### config.mk
export PLATFORM = sky130hd
export DESIGN_NAME = seq_101_frame_tx
export DESIGN_NICKNAME = d
export VERILOG_FILES = /design/src/rtl/seq_101_frame_tx.sv
export SDC_FILE = /design/constraint.sdc
export NUM_CORES = 1
export LEC_CHECK = 0
export ABC_AREA = 0
export CAP_MARGIN = 20
export CORE_MARGIN = 2
export CORE_UTILIZATION = 49
export CTS_CLUSTER_SIZE = 16
export DETAILED_ROUTE_END_ITERATION = 10
export GPL_ROUTABILITY_DRIVEN = 1
export GPL_TIMING_DRIVEN = 1
export HOLD_SLACK_MARGIN = 0.15
export PLACE_DENSITY = 0.75
export SYNTH_ARGS = -nofsm -noshare
export SYNTH_HDL_FRONTEND = slang
export SYNTH_SLANG_ARGS = --single-unit
export TNS_END_PERCENT = 100
### constraint.sdc
create_clock -name clk -period 1.67 [get_ports clk]
set_input_delay 0.334 -clock clk [delete_from_list [all_inputs] [get_ports clk]]
set_output_delay 0.334 -clock clk [all_outputs]
set_load 0.1 [all_outputs]
### src/rtl/seq_101_frame_tx.sv
`default_nettype none
// ============================================================================
// Module   : seq_101_frame_tx
// Purpose  : Serial "101"-preamble frame transmitter over a valid/ready input.
//            Optional even-parity bit enabled by macro SEQ101_TX_PARITY_EN.
// Revision : 1.0  initial release
// ============================================================================
module seq_101_frame_tx #(
   parameter int DATA_W = 8,
   parameter int GAP    = 2
) (
   input  logic              clk,
   input  logic              reset,
   input  logic [DATA_W-1:0] tx_data,
   input  logic              tx_valid,
   output logic              tx_ready,
   output logic              x_out,
   output logic              busy,
   output logic              frame_done
);

   localparam int CNT_W = $clog2(DATA_W + 1);
   localparam int GAP_W = $clog2(GAP + 1);
   localparam logic [CNT_W-1:0] LAST_BIT = CNT_W'(DATA_W - 1);
   localparam logic [GAP_W-1:0] LAST_GAP = GAP_W'(GAP - 1);

   typedef enum logic [2:0] {
      S_IDLE  = 3'd0,
      S_PRE_A = 3'd1,
      S_PRE_B = 3'd2,
      S_PRE_C = 3'd3,
      S_DATA  = 3'd4,
      S_GAP   = 3'd5
`ifdef SEQ101_TX_PARITY_EN
      , S_PAR = 3'd6
`endif
   } state_t;

   state_t            state;
   state_t            state_nxt;
   logic [DATA_W-1:0] shift;
   logic [CNT_W-1:0]  bit_cnt;
   logic [GAP_W-1:0]  gap_cnt;
   logic              accept;

   assign accept = tx_valid && tx_ready;

   // State register
   always_ff @(posedge clk) begin
      if (reset) begin
         state <= S_IDLE;
      end else begin
         state <= state_nxt;
      end
   end

   // Counters restart from zero whenever their state is not active,
   // so each one is clear on entry and never needs to wrap.
   always_ff @(posedge clk) begin
      if (reset) begin
         shift   <= '0;
         bit_cnt <= '0;
         gap_cnt <= '0;
      end else begin
         bit_cnt <= '0;
         gap_cnt <= '0;
         case (state)
            S_IDLE: begin
               if (accept) begin
                  shift <= tx_data;
               end
            end
            S_DATA: begin
               shift   <= {shift[DATA_W-2:0], 1'b0};
               bit_cnt <= bit_cnt + CNT_W'(1);
            end
            S_GAP: begin
               gap_cnt <= gap_cnt + GAP_W'(1);
            end
            default: begin
            end
         endcase
      end
   end

`ifdef SEQ101_TX_PARITY_EN
   logic parity;

   // Running XOR of the bits already driven onto the line.
   always_ff @(posedge clk) begin
      if (reset) begin
         parity <= 1'b0;
      end else if (state == S_IDLE && accept) begin
         parity <= 1'b0;
      end else if (state == S_DATA) begin
         parity <= parity ^ shift[DATA_W-1];
      end
   end
`endif

   always_comb begin
      state_nxt  = state;
      x_out      = 1'b0;
      busy       = 1'b1;
      tx_ready   = 1'b0;
      frame_done = 1'b0;
      case (state)
         S_IDLE: begin
            busy     = 1'b0;
            tx_ready = !reset;
            if (tx_valid && !reset) begin
               state_nxt = S_PRE_A;
            end
         end
         S_PRE_A: begin
            x_out     = 1'b1;
            state_nxt = S_PRE_B;
         end
         S_PRE_B: begin
            state_nxt = S_PRE_C;
         end
         S_PRE_C: begin
            x_out     = 1'b1;
            state_nxt = S_DATA;
         end
         S_DATA: begin
            x_out = shift[DATA_W-1];
            if (bit_cnt == LAST_BIT) begin
`ifdef SEQ101_TX_PARITY_EN
               state_nxt = S_PAR;
`else
               state_nxt = S_GAP;
`endif
            end
         end
`ifdef SEQ101_TX_PARITY_EN
         S_PAR: begin
            x_out     = parity;
            state_nxt = S_GAP;
         end
`endif
         S_GAP: begin
            frame_done = (gap_cnt == '0);
            if (gap_cnt == LAST_GAP) begin
               state_nxt = S_IDLE;
            end
         end
         default: begin
            state_nxt = S_IDLE;
         end
      endcase
   end

endmodule
`default_nettype wire

---- After elaboration in Yosys (flattened, before gate mapping) ----
Cells that the tools add are included.
Widths: inputs -> output; s select.
operators by class
  $add $sub $neg .......................... 2
  equal/unequal tests ..................... 11
  mux-type cells .......................... 10
  bitwise gates (word level) .............. 2
  reduce and logical (&&, ||, !) cells .... 11
operator list
  kind                 count
  $pmux 3 s6           1
  $pmux 8 s2           1
  $mux 3               3
  $mux 8               1
  $ne 2x2->1 const B   4
  $eq 3x2->1 const B   2
  $eq 3x3->1 const B   2
  $reduce_or 2->1      3
  $add 4x1->4 const B  1
  $eq 4x3->1 const B   1
  $eq 3x1->1 const B   1
  $logic_not 3->1      1
  $mux 1               3
  $reduce_and 3->1     1
  $add 2x1->2 const B  1
  $eq 2x1->1 const B   1
  $logic_and 1x1->1    2
  $logic_not 2->1      1
  $not 1->1            2
  $pmux 1 s2           1
  $reduce_and 2->1     1
  $reduce_bool 2->1    1
  $logic_not 1->1      1
word-level totals
  register bits after elaboration ......... 17
  input bits .............................. 11
  output and inout bits ................... 4

---- Depth between registers and ports, before layout ----
Gate-level depths: netlist of run 1.
  depth in word-level cells ............... 5
  depth in mapped cells ................... 5
  mapped depth without buffers ............ 5

---- Least setup slack after synthesis of run 1 ----
OpenSTA, ideal clock, no wires.
  kind .................................... reg-to-output
  start ................................... register state[1]
  end ..................................... output tx_ready
  arrival ................................. 2.539 ns
  required time ........................... 1.336 ns
  path slack .............................. -1.203 ns
  cell stages (with the launch flop) ...... 4
  buffers on the path ..................... 1
  cells stage by stage .................... dfxtp_1 -> buf_6 -> or3_2 -> nor2_1
between the ends
  cells in the longest elaborated chain, start to end .. 2
ends and longest elaborated chain
  element                 RTL line  RTL
  start, declared         39        state_t state;
  start signal, assigned  53        state <= state_nxt;
  $logic_not 3->1         107       case (state)
  $mux 1                  107
  end, declared           16        output logic tx_ready,
Every way passes these cells.

---- Final worst setup path of run 1 ----
  start ................................... register state[1]
  end ..................................... output busy
between the ends
  cells in the longest elaborated chain, start to end .. 2
ends and longest elaborated chain
  element          RTL line  RTL
  $logic_not 3->1  107
  $mux 1           107
  end, declared    18        output logic busy,
Every way passes these cells.

==> results of run 1 <==
## how the worst max path moves through the flow
stage / endpoint / cells past startpoint / start
detailed placement: shift[1] / 4 / tx_valid
CTS: tx_ready / 3 / state[1]
global placement: shift[6] / 4 / tx_valid
floorplan: tx_ready / 3 / state[0]
finish: busy / 3 / state[1]
global route: tx_ready / 3 / state[1]
## power by group
| group | switching (mW) | leakage, nW | internal, mW |
|---|---|---|---|
| Combinational | 0.228 | 0.268 | 0.199 |
| Clock | 0.123 | 0.0177 | 0.0891 |
| Sequential | 0.0301 | 0.141 | 0.447 |
| Total | 0.381 | 0.427 | 0.734 |
## kinds of logic after synthesis
kind of cell	after synthesis	synth area share (%)
buffers and inverters	16	9.174
muxes	7	8.563
adders and majority gates	3	4.588
xor gates and xnor gates	3	3.212
and+or+nand+nor	24	18.35
AOI/OAI and AO/OA	15	14.53
DFF	17	41.59
## registers in the layout, indices dropped and copies added (netlist names)
| register | count |
|---|---|
| shift | 8 |
| bit_cnt | 4 |
| state | 3 |
| gap_cnt | 2 |
## worst max-delay path, stage by stage (launching register included)
cell and delay, ns:
dfxtp_4 0.38, or3_4 0.39, buf_4 0.15, buf_12 0.16
## cell type report
class                   count  area [µm²]
multi-input cells          52       426.7
fillers                   119       421.7
flip-flops and latches     17       349.1
repair buffers             24       259.0
inverters                  10       37.54
clock buffers               3       22.52
well taps                  16       20.02
clock inverters             1       5.005
## Yosys cell counts, drive strengths merged
| master | count |
|---|---|
| nor2b | 2 |
| o21ai | 1 |
| nand2 | 3 |
| a2111o | 1 |
| ha | 3 |
| nand3 | 1 |
| nand3b | 2 |
| a221oi | 7 |
| buf | 5 |
| dfxtp | 17 |
| mux2i | 7 |
| xnor2 | 2 |
| nor3 | 3 |
| a31o | 1 |
| and2b | 1 |
| clkbuf | 1 |
| nand4b | 1 |
| and3 | 1 |
| a21oi | 2 |
| o31ai | 2 |
| nor3b | 1 |
| xor2 | 1 |
| o21a | 1 |
| nand4bb | 1 |
| nor2 | 7 |
| inv | 10 |
| or3 | 1 |
## metrics by stage
stage	cell area (µm²)	util (%)	hold slack, ns
floorplan	834.6	-	0.4176
global placement	1046	67.86	0.4290
detailed placement	1046	67.86	0.4399
CTS	1100	71.35	0.4565
global route	1120	72.65	0.4792
finish	1120	72.65	0.4504
## metal layers
metal,up-vias,wire [µm]
met5,-,0
met4,0,35
met1,311,688
li1,343,-
met2,15,716
met3,5,62
## timing repair
action,in CTS,in global routing
pin swaps,2,2
endpoints found under the setup margin,3,3
gates resized for setup,5,4
buffers inserted,2,1
==> impl_metrics.py, run 1 <==
metrics = {
    "grt": {
        "grt_pass1_wl_um": 2504,
        "grt_pass1_vias": 609,
        "use_met1_pct": 21.25,
        "track_usage_pct": 17.58,
        "antenna_found_initial": 0,
        "grt_remaining_overflow": 0,
        "busiest_layer": "met2",
        "grt_util_met3_pct": 4.800,
        "use_met2_pct": 27.83,
        "grt_max_degree": 12,
    },
    "finish": {
        "antenna_cells": 0,
        "final_cell_mix": "14 x dfxtp_1, 10 x inv_1, 10 x clkdlybuf4s50_1, 9 x buf_4",
        "final_common_cell": "dfxtp_1",
        "final_cell_count_no_fill": 123,
        "layout.nets": 122,
        "drive_above_1_share_pct": 25.23,
        "area_delta_synth_final_pct": 36.85,
    },
    "timing": {
        "worst_slack_ns": -0.02937,
        "fin_worst_skew_ns": 0.004709,
        "worst_pin_slew_ns": 0.2508,
        "relSlewSlack_pct": 83.28,
        "hold_viol": 0,
        "setup_viol": 2,
        "fin_crit_sh_pct": 101.8,
        "rsz0062_at_grt": "true",
        "tns_ns": -0.05541,
        "clock.fmax_ghz": 0.5885,
        "min_period_ns": 1.699,
        "slew_violations": 0,
    },
    "hold_path": {
        "holdCritStartpoint": "bit_cnt[0]",
        "hold_path_class": "reg -> reg",
        "holdPathEnd": "bit_cnt[0]",
        "min_path_cells": 1,
    },
    "synth": {
        "yosysTopAreaCell": "dfxtp_1",
        "synth_top_area_share_pct": 41.59,
        "syn_area_um2": 818.3,
        "yosysSeqAreaShare_pct": 41.59,
        "synth_cell_types": 30,
        "yosys_warnings": 0,
        "ys_seq_elements": 17,
        "netlist_instances": 85,
        "syn_avg_cell_area_um2": 9.627,
        "synthTopCellsByArea": "dfxtp_1 42%, mux2i_1 8.6%, a221oi_1 7.5%, ha_1 4.6%, inv_1 4.6%",
        "syn_nets": 99,
    },
    "floorplanning": {
        "start_util_pct": 53.08,
        "die_h_um": 44.87,
        "die_x_um": 44.87,
        "placementRows": 14,
        "fp.coreArea_um2": 1541,
        "die_area_um2": 2013,
        "pin_count": 15,
    },
    "worst_setup_path": {
        "reg2reg_slack_ns": 0.45,
        "critPathLaunchType": "flip-flop",
        "critical_path_class": "reg -> out",
        "required_ns": 1.34,
        "r2r_end": "state[0]",
        "arrival_ns": 1.37,
        "reg2regPathDepth": 4,
        "reg2reg_from": "bit_cnt[0]",
        "worstPathMaxFanout": 5,
        "end_kind": "output port",
    },
    "routing": {
        "drt_iter0_markers": 10,
        "vias": 674,
        "via_per_inst": 5.480,
        "drc": 0,
        "wl_um": 1502,
        "firstDrtPassIters": 3,
        "routedWlPerCell_um": 12.21,
        "detail-route-antenna-nets": 0,
    },
    "power_and_ir_drop": {
        "p_total_mw": 1.115,
        "power_leakage_nw": 0.4272,
        "powerDensity_nw_per_um2": 995.7,
        "peakVddDrop_uv": 719.7,
    },
    "clock_network": {
        "cts_root_buf": "clkbuf_4",
        "cts_max_level": 1,
        "insertion_delay_ns": 0.29,
        "ctsHoldBuffers": 0,
        "clk_pin_slew_worst_paths_ns": 0.09,
        "cts_tree": "done",
        "cts_buffer_depth": 2,
        "numCtsBuffers": 3,
        "cts.sinks": 17,
    },
    "placed_design": {
        "dp_hpwl_um": 1104,
        "dp.cells": 116,
        "post-place-ws_ns": 0.01004,
        "place_congestion": 0.7033,
        "place.port_buffers": 14,
    },
    "run_status": {
        "outcome": "finished, violations left",
        "violations": "negative setup slack",
    },
    "flow_run": {
        "drv_cap": 0,
    },
}
No activity file was read; power rests on OpenSTA's default activity.
==> run 2, diff against run 1 <==
--- a/config.mk
+++ b/config.mk
@@ -7,7 +7,7 @@
 export LEC_CHECK = 0
 export ABC_AREA = 0
 export CAP_MARGIN = 20
-export CORE_MARGIN = 2
+export CORE_MARGIN = 3
 export CORE_UTILIZATION = 49
 export CTS_CLUSTER_SIZE = 16
 export DETAILED_ROUTE_END_ITERATION = 10
==> run 2 against run 1 <==
  * Highest routed layer unchanged
  * Power up 0.35%
  * Combinational power decreased by 1%
  * Sequential share of layout area increased by 0.44 points
  * First-iteration DRC count unchanged
  * Clock skew is 0.0033 ns lower
  * Non-clock buffer count grew 1
  * Largest power group unchanged
  * Largest cell class unchanged
  * Sequential power fell by 1%
  * The flow still finishes with violations (negative setup slack)
  * Routed wire length rose by 7.1%
==> impl_metrics.py, run 2 (same netlist as run 1, synthesis figures left out) <==
metrics = {
    "run_status": {
        "outcome": "finished, violations left",
        "violations": "negative setup slack",
    },
    "routing": {
        "drt_iter0_markers": 10,
        "wl_um": 1609,
        "routedWlPerCell_um": 12.98,
        "drc": 0,
        "vias": 673,
        "via_per_inst": 5.427,
        "detail-route-antenna-nets": 0,
        "firstDrtPassIters": 4,
    },
    "placed_design": {
        "dp.cells": 117,
        "place_congestion": 0.7785,
        "dp_hpwl_um": 1158,
        "place.port_buffers": 14,
    },
    "worst_setup_path": {
        "worstPathMaxFanout": 6,
        "required_ns": 1.34,
        "critPathLaunchType": "flip-flop",
        "end_kind": "output port",
        "arrival_ns": 1.36,
        "critical_path_class": "reg -> out",
    },
    "power_and_ir_drop": {
        "power_leakage_nw": 0.4309,
        "peakVddDrop_uv": 602.0,
        "powerDensity_nw_per_um2": 1003,
    },
    "timing": {
        "setup_viol": 2,
        "rsz0062_at_grt": "true",
        "slew_violations": 0,
        "holdWs_ns": 0.4255,
        "relSlewSlack_pct": 83.94,
        "min_period_ns": 1.695,
        "hold_viol": 0,
        "worst_pin_slew_ns": 0.2409,
        "tns_ns": -0.03861,
        "worst_slack_ns": -0.02460,
        "fin_crit_sh_pct": 101.5,
        "fin_worst_skew_ns": 0.001439,
        "clock.fmax_ghz": 0.5901,
    },
    "finish": {
        "final_common_cell": "dfxtp_1",
        "largest_reg_flops": 8,
        "ff_latch_area_um2": 352.8,
        "layout.nets": 123,
        "largest_register": "shift",
        "drive_above_1_share_pct": 25.93,
        "utilization_pct": 72.40,
        "multi_input_area_um2": 415.4,
        "biggestRegsByFlops": "shift (8), bit_cnt (4), state (3)",
        "final_cell_mix": "13 x dfxtp_1, 11 x buf_4, 10 x inv_1, 10 x clkdlybuf4s50_1",
        "final_cell_count_no_fill": 124,
        "area_delta_synth_final_pct": 36.39,
        "nFillCells": 108,
        "antenna_cells": 0,
    },
    "clock_network": {
        "clk_pin_slew_worst_paths_ns": 0.10,
        "cts_buffer_depth": 2,
        "insertion_delay_ns": 0.29,
        "ctsHoldBuffers": 0,
        "cts_max_level": 1,
        "cts_root_buf": "clkbuf_4",
        "cts.sinks": 17,
        "numCtsBuffers": 3,
        "cts_tree": "done",
    },
    "grt": {
        "grt_pass1_wl_um": 2601,
        "antenna_found_initial": 0,
        "grt_max_degree": 12,
        "grt_remaining_overflow": 0,
        "track_usage_pct": 17.24,
        "grt_pass1_vias": 632,
    },
    "flow_run": {
        "drv_cap": 0,
    },
    "floorplanning": {
        "die_area_um2": 2196,
        "pin_count": 15,
        "placementRows": 14,
        "fp.coreArea_um2": 1541,
        "start_util_pct": 53.08,
        "die_x_um": 46.87,
        "die_h_um": 46.87,
    },
    "hold_path": {
        "hold_path_class": "reg -> reg",
    },
}
-- run 2: cell types whose count changed in the layout (fill, tap and decap cells not counted) --
cell	delta
nor2b_1	+1
dfxtp_1	-1
and3_2	+1
and3_4	-1
buf_4	+2
nor2b_4	-1
buf_6	-1
dfxtp_4	+1
-- run 2: area by class of cell --
| class | instances | share of cell area (%) |
|---|---|---|
| multi-input cells | 52 | 37.22 |
| flip-flops and latches | 17 | 31.61 |
| repair buffers | 25 | 23.54 |
| inverters | 10 | 3.363 |
| clock buffers | 3 | 2.018 |
| well taps | 16 | 1.794 |
| clock inverters | 1 | 0.4484 |
-- run 2: per-layer routing --
layer,track usage (%),share of wire (%),up-vias,wire [µm]
met5,0,0,-,0
met2,28.46,49,17,788
met4,11.05,0.75,0,12
met3,3.831,4.2,2,68
met1,19.95,46,310,738
li1,-,-,344,-
-- run 2: timing repair --
action / in CTS / in global routing
endpoints found under the setup margin: 4 / 3
setup buffers: 2 / 1
pin swaps: 1 / 0
gates resized for setup: 5 / 2
-- run 2: worst paths after layout --
| kind | cells after the start | to | slack [ns] | start |
|---|---|---|---|---|
| worst max-delay path | 3 | tx_ready | -0.02 | state[1] |
| worst min-delay path | 1 | gap_cnt[0] | 0.43 | gap_cnt[0] |
| worst max register to register | 5 | shift[6] | 0.41 | state[1] |
| worst min register to register | 1 | gap_cnt[0] | 0.43 | gap_cnt[0] |
-- run 2: worst max-delay path, cell delays in order, from the launching register on --
cell and delay [ns]:
dfxtp_4 0.38, or3_4 0.40, nor2_4 0.11, buf_12 0.18
-- run 2: per-stage QoR --
stage               power [mW]  setup slack, ns  area, µm²
finish                   1.119         -0.02460       1116
global route             1.179         -0.07386       1116
CTS                      1.120         -0.05744       1105
detailed placement      0.8802          0.05528       1054
global placement        0.8747           0.1097       1054
floorplan               0.7525          -0.1789      834.6
-- run 2: power breakdown --
group / internal (mW) / total (mW) / leakage (nW) / switching [mW]
combinational: 0.191 / 0.420 / 0.271 / 0.230
sequential: 0.446 / 0.471 / 0.142 / 0.0257
clock: 0.0892 / 0.227 / 0.0177 / 0.138
